**config.mk**
```make
export PLATFORM = sky130hd
export DESIGN_NAME = uart_tx
export DESIGN_NICKNAME = d
export VERILOG_FILES = /design/src/rtl/uart_tx.sv
export SDC_FILE = /design/constraint.sdc
export NUM_CORES = 1
export LEC_CHECK = 0
export CAP_MARGIN = 5
export CORE_ASPECT_RATIO = 0.8
export CORE_UTILIZATION = 50
export CTS_CLUSTER_DIAMETER = 30
export DETAILED_ROUTE_END_ITERATION = 10
export PLACE_DENSITY = 0.76
export SLEW_MARGIN = 25
export SYNTH_ARGS = -nofsm -noshare
export SYNTH_HDL_FRONTEND = slang
export SYNTH_SLANG_ARGS = --single-unit
export TNS_END_PERCENT = 10
```
**constraint.sdc**
```tcl
create_clock -name clk -period 1.6 [get_ports clk]
set_input_delay 0.24 -clock clk [delete_from_list [all_inputs] [get_ports clk]]
set_output_delay 0.24 -clock clk [all_outputs]
set_load 0.005 [all_outputs]
```
**src/rtl/uart_tx.sv**
```systemverilog
// uart_tx: 8N1 serializer that pops bytes from a fifo and shifts them out LSB first with an internal baud divider
module uart_tx #(
  parameter int WIDTH        = 8,
  parameter int CLKS_PER_BIT = 16,
  parameter int CNT_WIDTH    = $clog2(CLKS_PER_BIT)
) (
  input  logic             clk,
  input  logic             rst_n,
  input  logic             tx_en,
  input  logic             fifo_empty,
  input  logic [WIDTH-1:0] fifo_data,
  output logic             fifo_rd_en,
  output logic             tx,
  output logic             busy,
  output logic             tx_done
);
  localparam int IW = WIDTH > 1 ? $clog2(WIDTH) : 1;
  typedef enum logic [2:0] {IDLE, LOAD, START, DATA, STOP} state_t;
  state_t state, state_nx;
  logic [CNT_WIDTH-1:0] baud_cnt, baud_nx;
  logic [IW-1:0] bit_idx, idx_nx;
  logic [WIDTH-1:0] shift, shift_nx;
  logic baud_tc, last, tx_nx;
  always_ff @(posedge clk) begin
    if (!rst_n) begin
      state    <= IDLE;
      tx       <= 1'b1;
      baud_cnt <= '0;
      bit_idx  <= '0;
      shift    <= '0;
    end else begin
      state    <= state_nx;
      tx       <= tx_nx;
      baud_cnt <= baud_nx;
      bit_idx  <= idx_nx;
      shift    <= shift_nx;
    end
  end
  always_comb begin
    fifo_rd_en = (state == IDLE) & tx_en & ~fifo_empty & rst_n;
    busy       = state != IDLE;
    baud_tc    = baud_cnt == CNT_WIDTH'(CLKS_PER_BIT - 1);
    last       = bit_idx == IW'(WIDTH - 1);
    tx_done    = (state == STOP) & baud_tc;
    state_nx   = state;
    baud_nx    = baud_tc ? '0 : baud_cnt + 1'b1;
    idx_nx     = bit_idx;
    shift_nx   = shift;
    case (state)
      IDLE: begin
        state_nx = fifo_rd_en ? LOAD : IDLE;
        baud_nx  = '0;
      end
      LOAD: begin
        state_nx = START;
        shift_nx = fifo_data;
        baud_nx  = '0;
      end
      START: if (baud_tc) begin
        state_nx = DATA;
        idx_nx   = '0;
      end
      DATA: if (baud_tc) begin
        shift_nx = shift >> 1;
        idx_nx   = last ? '0 : bit_idx + 1'b1;
        state_nx = last ? STOP : DATA;
      end
      STOP: if (baud_tc) state_nx = IDLE;
      default: state_nx = IDLE;
    endcase
    tx_nx = state_nx == START ? 1'b0 : state_nx == DATA ? shift_nx[0] : 1'b1;
  end
endmodule
```
==> results.toml <==
[sta]
setup_violations = 0
layout_min_cycle_time_ns = 1.54
post-route-period-util = 0.965
drv_slew = 0
slew_headroom = 0.799
tns_ns = 0
hold_viol = 0
tightest_slew_ns = 0.302
finClkSkew_ns = 0.00709
rsz0062_at_grt = "true"
max_freq_mhz = 648

[grt]
grt_pass1_vias = 709
grt_overflow = 0
antenna_found_initial = 0
grt_max_degree = 20
grt_pass1_wl_mm = 3.02
groute.usage.overall = 0.211

[yosys]
synth.distinct_cells = 33
synth_common_cells = "dfxtp_1, nand3_1, a21boi_0, nand2_1, nor2_1"
mappedNetlistNets = 116
ys.flop_type = "dfxtp_1"
yosysTopAreaCell = "dfxtp_1"
ys_ff_latch = 19
ys_warn_count = 0
synth_edf_count = 0
syn_avg_cell_area_um2 = 8.96
synth_top_cell_area_share = 0.420
synth_cells = 101
netlist_area_um2 = 905
synth.most_common_cell = "dfxtp_1"
synth.area.top_cells = "dfxtp_1, a21boi_0, nand3_1, a32oi_1, ha_1"
synth_seq_area_share = 0.420
async_reset_ff_frac = 0

[critical_path]
cp.arrival_ns = 1.30
r2r_start = "baud_cnt[0]$_SDFF_PP0_"
critPathKind = "flip-flop to output pin"
cp-start-kind = "flip-flop"
crit_path_end_kind = "output pin"
crit_fanout = 9
cp.required_ns = 1.36
r2r_cells = 5
r2r_end = "bit_idx[0]$_SDFFE_PN0P_"
reg2reg_slack_ns = 0.08

[routing]
wl_mm = 1.90
dr.pass1.iters = 5
drtIter0Drc = 15
viasPerCell = 5.54
vias = 803
drc_errors = 0
antenna_left = 0
wl_per_cell_um = 13.1

[final_layout]
n_antenna_cell = 0
area_growth_pct = 28.1
design_area_um2 = 1160
ff_latch_area_um2 = 383
multi_input_area_um2 = 494
fillers = 141
layout-drive-gt1-share = 0.195
nNetsFinal = 139

[pwr]
vdd_drop_max_v = 0.000779
power.total_uw = 797
power_density_nw_per_um2 = 688
power.leakage_nw = 0.435

[hold_path]
hp-class = "flip-flop to flip-flop"
hold_depth = 2
hold_end = "bit_idx[2]$_SDFFE_PN0P_"
hp-start = "bit_idx[2]$_SDFFE_PN0P_"

[floorplan]
die_w_um = 49.6
die_area_um2 = 1980
rows = 13
initial_core_util = 0.545
design.core.area_um2 = 1660
fp.dieH_um = 40.0
pin_count = 16

[placement]
port-buffer-count = 15
placed_area_um2 = 1110
dp_hpwl_mm = 1.28
place.gp.congestion = 0.766

[run]
drv_cap = 0

[clock_tree]
htree_levels = 1
clockBufferDepth = 2
postCtsHoldBufs = 0
clk_latency_ns = 0.30
cts.reportedPaths.clkPinSlew_ns = 0.10
cts_num_sinks = 19
numCtsBuffers = 3
cts_tree = "done"
clockRootBuffer = "clkbuf_4"

[status]
status = "completed"
==> worst max path at each step <==
stage / from / to / slack [ns] / cells after the start
floorplan: baud_cnt[0]$_SDFF_PP0_ / bit_idx[0]$_SDFFE_PN0P_ / 0.11 / 6
global placement: rst_n / fifo_rd_en / -0.05 / 4
detailed placement: rst_n / fifo_rd_en / -0.09 / 4
CTS: baud_cnt[0]$_SDFF_PP0_ / bit_idx[0]$_SDFFE_PN0P_ / 0.01 / 5
global route: state[1]$_SDFF_PN0_ / tx_done / -0.04 / 5
finish: state[1]$_SDFF_PN0_ / tx_done / 0.06 / 5
==> layout make-up <==
class	instances	share of cell area
clock buffers	3	0.0194
clock inverters	1	0.00432
multi-input cells	74	0.427
repair buffers	25	0.192
inverters	1	0.00324
flip-flops and latches	19	0.330
well taps	22	0.0238
==> flip-flops by register name, summed over array words and instances, names as in the netlist <==
signal and flops:
tx 1, shift 8, baud_cnt 4, state 3, bit_idx 3
==> power breakdown <==
part	switching [mW]	total (mW)	leakage [nW]	internal [mW]
Combinational	0.0308	0.0789	0.263	0.0480
Clock	0.141	0.234	0.0177	0.0931
Sequential	0.00374	0.484	0.155	0.480
Total	0.176	0.797	0.435	0.621
==> through the flow <==
step	cells	hold WS, ns	util	setup WS (ns)
final	145	0.470	0.698	0.0568
after global routing	145	0.495	0.698	-0.0387
after CTS	144	0.428	0.688	0.0143
after detailed placement	139	0.443	0.667	-0.0935
after global placement	139	0.433	0.667	-0.0537
after floorplan	101	0.387	-	0.111
==> timing repair <==
item | CTS | global route
setup buffers | 1 | 1
endpoints found under the setup margin | 4 | 12
resized for setup | 8 | 5
pin swaps | 1 | 1
gates cloned | 0 | 0
==> logic make-up (layout without fill, tap and decap cells) <==
| group | after synthesis | count (layout) | share of synthesized area |
|---|---|---|---|
| xor+xnor | 2 | 2 | 0.0194 |
| compound gates | 23 | 23 | 0.189 |
| fa+ha+maj | 3 | 3 | 0.0415 |
| simple gates | 46 | 46 | 0.285 |
| flops | 19 | 19 | 0.420 |
| buf+inv | 8 | 30 | 0.0443 |
==> worst max-delay path, cell delays in order (launching register included) <==
cell	delay, ns
dfxtp_1	0.32
buf_4	0.16
nor2_2	0.14
nand2_1	0.09
nor2_1	0.10
clkdlybuf4s15_1	0.21
==> layout by cell type (no fill, tap or decap), types with 3 or more instances in the layout <==
master | Yosys | final
a21boi_0 | 9 | 9
a32oi_1 | 6 | 6
and2_1 | 3 | 3
buf_4 | 0 | 9
clkbuf_4 | 0 | 3
clkdlybuf4s50_1 | 0 | 12
dfxtp_1 | 19 | 17
nand2_1 | 9 | 9
nand3_1 | 13 | 13
nor2_1 | 8 | 7
==> metal layers <==
layer  up-vias  track usage  part of all wire
li1        409            -                 -
met1       367        0.259              0.45
met2        21        0.338              0.47
met3         6       0.0720             0.052
met4         0        0.107             0.023
met5         -            0                 0
No activity file was read; power rests on OpenSTA's default activity.
